--- src/rtl/fetch_pkg.sv ---
`default_nettype none
// ============================================================================
// Module   : fetch_pkg
// Purpose  : Shared constants and state encoding for the Fetch-stage
//            PC sequencer.
// Revision : 1.0  initial release
// ============================================================================
package fetch_pkg;

    // Default datapath width, reset vector and sequential step.
    localparam int          FETCH_XLEN     = 32;
    localparam logic [31:0] FETCH_RESET_PC = 32'h0000_0000;
    localparam int          FETCH_PC_STEP  = 4;

    // Fetch sequencer state encoding.
    typedef logic [1:0] fetch_state_t;

    localparam fetch_state_t ST_BOOT  = 2'd0;  // post-reset bubble
    localparam fetch_state_t ST_RUN   = 2'd1;  // issuing requests
    localparam fetch_state_t ST_WAIT  = 2'd2;  // request outstanding, memory not ready
    localparam fetch_state_t ST_FLUSH = 2'd3;  // one-cycle bubble after a redirect

endpackage : fetch_pkg
`default_nettype wire

--- src/rtl/fetch_pc_ctrl_adder.sv ---
`default_nettype none
// ============================================================================
// Module   : fetch_pc_ctrl_adder
// Purpose  : Fetch-stage sequential-PC adder. Produces pc + STEP, wrapping
//            modulo 2^XLEN.
// Revision : 1.0  initial release
// ============================================================================
module fetch_pc_ctrl_adder #(
    parameter int XLEN = 32,
    parameter int STEP = 4
) (
    input  logic [XLEN-1:0] pc_i,
    output logic [XLEN-1:0] sum_o
);

    localparam logic [XLEN-1:0] c_STEP = XLEN'(STEP);

    // Plain truncating add; the carry out of the top bit is deliberately dropped.
    assign sum_o = pc_i + c_STEP;

endmodule : fetch_pc_ctrl_adder
`default_nettype wire

--- src/rtl/fetch_pc_ctrl.sv ---
`default_nettype none
// ============================================================================
// Module   : fetch_pc_ctrl
// Purpose  : Fetch-stage sequencer. Owns the PC, drives the instruction
//            memory request/ready handshake, selects next PC (redirect >
//            stall hold > sequential) and produces IF/ID valid/flush.
// Revision : 1.0  initial release
// ============================================================================
module fetch_pc_ctrl
    import fetch_pkg::*;
#(
    parameter int              XLEN     = FETCH_XLEN,
    parameter logic [XLEN-1:0] RESET_PC = XLEN'(FETCH_RESET_PC),
    parameter int              PC_STEP  = FETCH_PC_STEP
) (
    input  logic            clk,
    input  logic            rst,
    input  logic            stall,
    input  logic            redir_valid,
    input  logic [XLEN-1:0] redir_target,
    input  logic            imem_ready,
    output logic            imem_req,
    output logic [XLEN-1:0] imem_addr,
    output logic [XLEN-1:0] pc,
    output logic [XLEN-1:0] pc_plus4,
    output logic            if_valid,
    output logic            ifid_flush,
    output logic            redir_misalign,
    output logic [31:0]     fetch_count
);

    fetch_state_t    state_q, state_d;
    logic [XLEN-1:0] pc_q, pc_d;
    logic [31:0]     cnt_q, cnt_d;

    logic [XLEN-1:0] w_pc_seq;
    logic [XLEN-1:0] w_redir_pc;
    logic            w_fetching;
    logic            w_complete;

    // Sequential PC comes from the shared Fetch adder.
    fetch_pc_ctrl_adder #(
        .XLEN (XLEN),
        .STEP (PC_STEP)
    ) u_adder (
        .pc_i  (pc_q),
        .sum_o (w_pc_seq)
    );

    // Redirect targets are forced to a word boundary; misalignment is only flagged.
    assign w_redir_pc = {redir_target[XLEN-1:2], 2'b00};

    // Requests are live only in RUN and WAIT; memory ready elsewhere is ignored.
    assign w_fetching = (state_q == ST_RUN) || (state_q == ST_WAIT);
    assign w_complete = w_fetching && imem_ready;

    // Next-state, next-PC and fetch-counter selection.
    always_comb begin
        state_d = state_q;
        pc_d    = pc_q;
        cnt_d   = cnt_q;
        if (redir_valid) begin
            pc_d    = w_redir_pc;
            state_d = ST_FLUSH;
        end else begin
            case (state_q)
                ST_BOOT,
                ST_FLUSH: state_d = ST_RUN;
                ST_RUN,
                ST_WAIT: begin
                    if (imem_ready) begin
                        state_d = ST_RUN;
                        // A stalled completion is discarded and the same address refetched.
                        if (!stall) begin
                            pc_d  = w_pc_seq;
                            cnt_d = cnt_q + 32'd1;
                        end
                    end else begin
                        state_d = ST_WAIT;
                    end
                end
                default: state_d = ST_BOOT;
            endcase
        end
    end

    // State registers with synchronous reset.
    always_ff @(posedge clk) begin
        if (rst) begin
            state_q <= ST_BOOT;
            pc_q    <= RESET_PC;
            cnt_q   <= 32'd0;
        end else begin
            state_q <= state_d;
            pc_q    <= pc_d;
            cnt_q   <= cnt_d;
        end
    end

    // Handshake/control outputs are suppressed while reset is asserted so an
    // in-flight fetch is abandoned without producing a valid.
    assign imem_req       = w_fetching && !rst;
    assign if_valid       = w_complete && !stall && !redir_valid && !rst;
    assign ifid_flush     = redir_valid && !rst;
    assign redir_misalign = redir_valid && (redir_target[1:0] != 2'b00) && !rst;

    assign imem_addr   = pc_q;
    assign pc          = pc_q;
    assign pc_plus4    = w_pc_seq;
    assign fetch_count = cnt_q;

endmodule : fetch_pc_ctrl
`default_nettype wire

--- config.mk ---
export PLATFORM = sky130hd
export DESIGN_NAME = fetch_pc_ctrl
export DESIGN_NICKNAME = d
export VERILOG_FILES = /design/src/rtl/fetch_pkg.sv /design/src/rtl/fetch_pc_ctrl_adder.sv /design/src/rtl/fetch_pc_ctrl.sv
export SDC_FILE = /design/constraint.sdc
export NUM_CORES = 1
export LEC_CHECK = 0
export ABC_AREA = 1
export CAP_MARGIN = 20
export CELL_PAD_IN_SITES_DETAIL_PLACEMENT = 1
export CELL_PAD_IN_SITES_GLOBAL_PLACEMENT = 2
export CORE_ASPECT_RATIO = 1.4
export CORE_MARGIN = 4
export CORE_UTILIZATION = 24
export CTS_BUF_LIST = sky130_fd_sc_hd__clkbuf_16
export CTS_CLUSTER_SIZE = 10
export DETAILED_ROUTE_END_ITERATION = 10
export HOLD_SLACK_MARGIN = 0.08
export PLACE_DENSITY_LB_ADDON = 0.1
export SETUP_SLACK_MARGIN = 0.05
export SLEW_MARGIN = 0
export SYNTH_ARGS = -nofsm -noshare
export SYNTH_HDL_FRONTEND = slang
export SYNTH_SLANG_ARGS = --single-unit
export TNS_END_PERCENT = 50
--- constraint.sdc ---
create_clock -name clk -period 3.3 [get_ports clk]
set_input_delay 0.66 -clock clk [delete_from_list [all_inputs] [get_ports clk]]
set_output_delay 0.66 -clock clk [all_outputs]
set_load 0.05 [all_outputs]
==> impl_metrics.csv <==
group,metric,value,unit
status,status,"completed",
timing,finalCritPeriodShare,92.9,%
detailed_routing,remaining_drc_errors,0,
detailed_routing,firstDrtPassIters,4,
setup_path,max_stage_delay,700,ps
clock_network,cts_tree,"built",
run,maxCapViolations,0,
logic_synthesis,synth_seq_cells,64,
finish,antennaDiodeCount,0,
timing,fmax,326,MHz
finish,fin_util,35.6,%
logic_synthesis,synth-main-ff-cell,"dfxtp_1",
logic_synthesis,synth-edff-count,0,
detailed_routing,post_drt_via_cell_ratio,4.48,
timing,rsz0062_at_grt,"false",
setup_path,critical_path.top_delay_family,"buffers and inverters",
floorplan,core,18000,um^2
power,ir_drop,208,uV
logic_synthesis,syn_inst,725,
setup_path,worstPathArrival,2410,ps
timing,layout_min_cycle_time,3070,ps
grt,grtUsageTotal,19.3,%
setup_path,cp_max_fo,7,
floorplan,dieArea,20600,um^2
grt,overflow,0,
clock_network,insertion_delay,340,ps
setup_path,crit_chain,"ha_1 -> nand3_2 -> nor2_2 -> xor2_1 -> inv_1 -> clkdlybuf4s50_1",
finish,final_cell_mix,"nand2_1 (246), clkdlybuf4s50_1 (136), inv_1 (94)",
power,power_density,379,nW/um^2
detailed_routing,vias,4969,
timing,tightest_slew,607,ps
finish,nets,904,
clock_network,cts.sinks,64,
timing,finalHoldViolCount,0,
floorplan,row_count,58,
clock_network,cts-root-buf,"clkbuf_16",
logic_synthesis,synth_seq_area_share,29.0,%
detailed_routing,wire_per_inst,17.5,um
floorplan,start_util,24.5,%
setup_path,end_kind,"primary output",
timing,finalSetupViolCount,0,
logic_synthesis,synthArstFlopShare,0,%
detailed_routing,routed_wl,19.4,mm
grt,grt_max_degree,27,
timing,finalClockSkew,5.99,ps
finish,drive_above_1_share,8.63,%
floorplan,die_y,168,um
placement,place_congestion,0.880,
logic_synthesis,synth_area_per_cell,6.09,um^2
power,cellLeakagePower,2.56,nW
clock_network,cts_max_level,3,
clock_network,clk_path_buf_depth,2,
grt,grt_pass1_vias,5547,
clock_network,cts_setup_buffers,0,
floorplan,die_w,123,um
clock_network,cts_made_buffers,9,
finish,layout_commonest_cell,"nand2_1",
grt,grt_pass1_wl,30.3,mm
detailed_routing,postRouteAntennaNets,0,
placement,hpwl,15.7,mm
logic_synthesis,syn_area,4410,um^2
timing,setup_tns,0,ps
setup_path,critPathSlowestCell,"clkdlybuf4s50_1",
finish,syn_to_final_growth,45.3,%
hold_path,hp-class,"reg2reg",
setup_path,crit_required,2640,ps
power,finalPower,0.00243,W
floorplan,ios,169,
setup_path,critPathLaunchType,"register",
logic_synthesis,yosysWarnings,0,
detailed_routing,drt_iter0_drc,116,
timing,relSlewSlack,59.4,%
logic_synthesis,yosysUniqueCellTypes,39,
setup_path,critical_path_class,"reg2out",
grt,antenna_found_initial,0,
placement,port_buffers,162,
clock_network,clk_pin_slew_worst_paths,60,ps
timing,slew_violations,0,
setup_path,path_buf_inv,2,
clock_network,cts_hold_buf,0,
[synth_stat cells (2+ instances only)]
| cell | instances | area [um^2] |
|---|---|---|
| a21oi_1 | 17 | 85.1 |
| a22oi_1 | 4 | 30.0 |
| a31oi_1 | 2 | 12.5 |
| and2_1 | 2 | 12.5 |
| buf_2 | 5 | 25.0 |
| buf_4 | 37 | 278 |
| clkbuf_1 | 6 | 22.5 |
| dfxtp_1 | 64 | 1280 |
| ha_1 | 2 | 25.0 |
| inv_1 | 94 | 353 |
| inv_2 | 3 | 11.3 |
| nand2_1 | 246 | 923 |
| nand2_2 | 2 | 12.5 |
| nand3_1 | 31 | 155 |
| nand3_2 | 2 | 20.0 |
| nand3b_1 | 3 | 22.5 |
| nand4_1 | 15 | 93.8 |
| nor2_1 | 89 | 334 |
| nor2_2 | 9 | 56.3 |
| nor2_4 | 5 | 56.3 |
| nor3_1 | 11 | 55.1 |
| nor3_2 | 2 | 20.0 |
| o21ai_0 | 25 | 125 |
| o21ai_1 | 10 | 50.1 |
| o21bai_1 | 2 | 15.0 |
| o31ai_1 | 5 | 37.5 |
| xnor2_1 | 4 | 35.0 |
| xor2_1 | 17 | 149 |
[registers in the layout (all words and copies together), names as in the netlist]
name,flops
state_q,2
fetch_count,32
imem_addr,30
[routing by layer]
metal | vias up | wire length, um | global-route usage, %
li1 | 2483 | - | -
met1 | 2342 | 6780 | 18.1
met2 | 119 | 11100 | 38.8
met3 | 25 | 984 | 4.70
met4 | 0 | 563 | 7.65
met5 | - | 0 | 0
[what timing repair did]
action,4_1_cts,5_1_grt
endpoints found under the setup margin,2,4
hold endpoints to repair,0,0
pin swaps,0,0
resized for setup,1,4
[through the flow]
step / instance area, um^2 / hold slack [ps] / worst slack, ps / cells
2_1_floorplan: 4430 / 690 / 219 / 730
3_3_place_gp: 6120 / 489 / 434 / 1094
3_5_place_dp: 6120 / 493 / 425 / 1094
4_1_cts: 6400 / 503 / 35.0 / 1109
5_1_grt: 6410 / 541 / 73.1 / 1109
6_report: 6410 / 500 / 234 / 1109
[worst paths after layout]
| check | slack, ps | to | startpoint | cells past startpoint |
|---|---|---|---|---|
| min reg2reg | 500 | fetch_count[9] | fetch_count[9] | 2 |
| min | 500 | fetch_count[9] | fetch_count[9] | 2 |
| max | 230 | pc_plus4[8] | imem_addr[2] | 6 |
| max reg2reg | 1220 | imem_addr[26] | imem_addr[2] | 9 |
[layout make-up]
class / instances / area, um^2
Multi-Input combinational cell: 519 / 2450
Sequential cell: 64 / 1280
Timing Repair Buffer: 174 / 1740
Clock inverter: 6 / 51.3
Clock buffer: 9 / 225
Fill cell: 2398 / 11600
Inverter: 97 / 364
Tap cell: 240 / 300
[report_power, final]
part           internal, W  leakage, nW  total, W  switching [W]
clock network     0.000570        0.138  0.000928       0.000359
registers         0.000801        0.522  0.000843      0.0000427
logic             0.000211         1.90  0.000658       0.000447
total              0.00158         2.56   0.00243       0.000848
[logic make-up after synthesis]
logic type / after synthesis / synth area share, %
XOR/XNOR: 22 / 4.54
buffers and inverters: 147 / 16.0
AO/OA/AOI/OAI: 66 / 8.22
AND/OR/NAND/NOR: 423 / 41.6
flip-flops: 64 / 29.0
adder cells (fa/ha/maj): 2 / 0.567
other: 1 / 0.0850
[worst register-to-register path, stage by stage (launching register included)]
cell and delay [ps]:
dfxtp_1 470, ha_1 270, nand3_2 130, nor2_2 200, nand2_2 140, nor2_2 280, nand2_1 160, xnor2_2 240
nand2_1 80, nand2_1 60
Power figures use the tool's default switching activity.
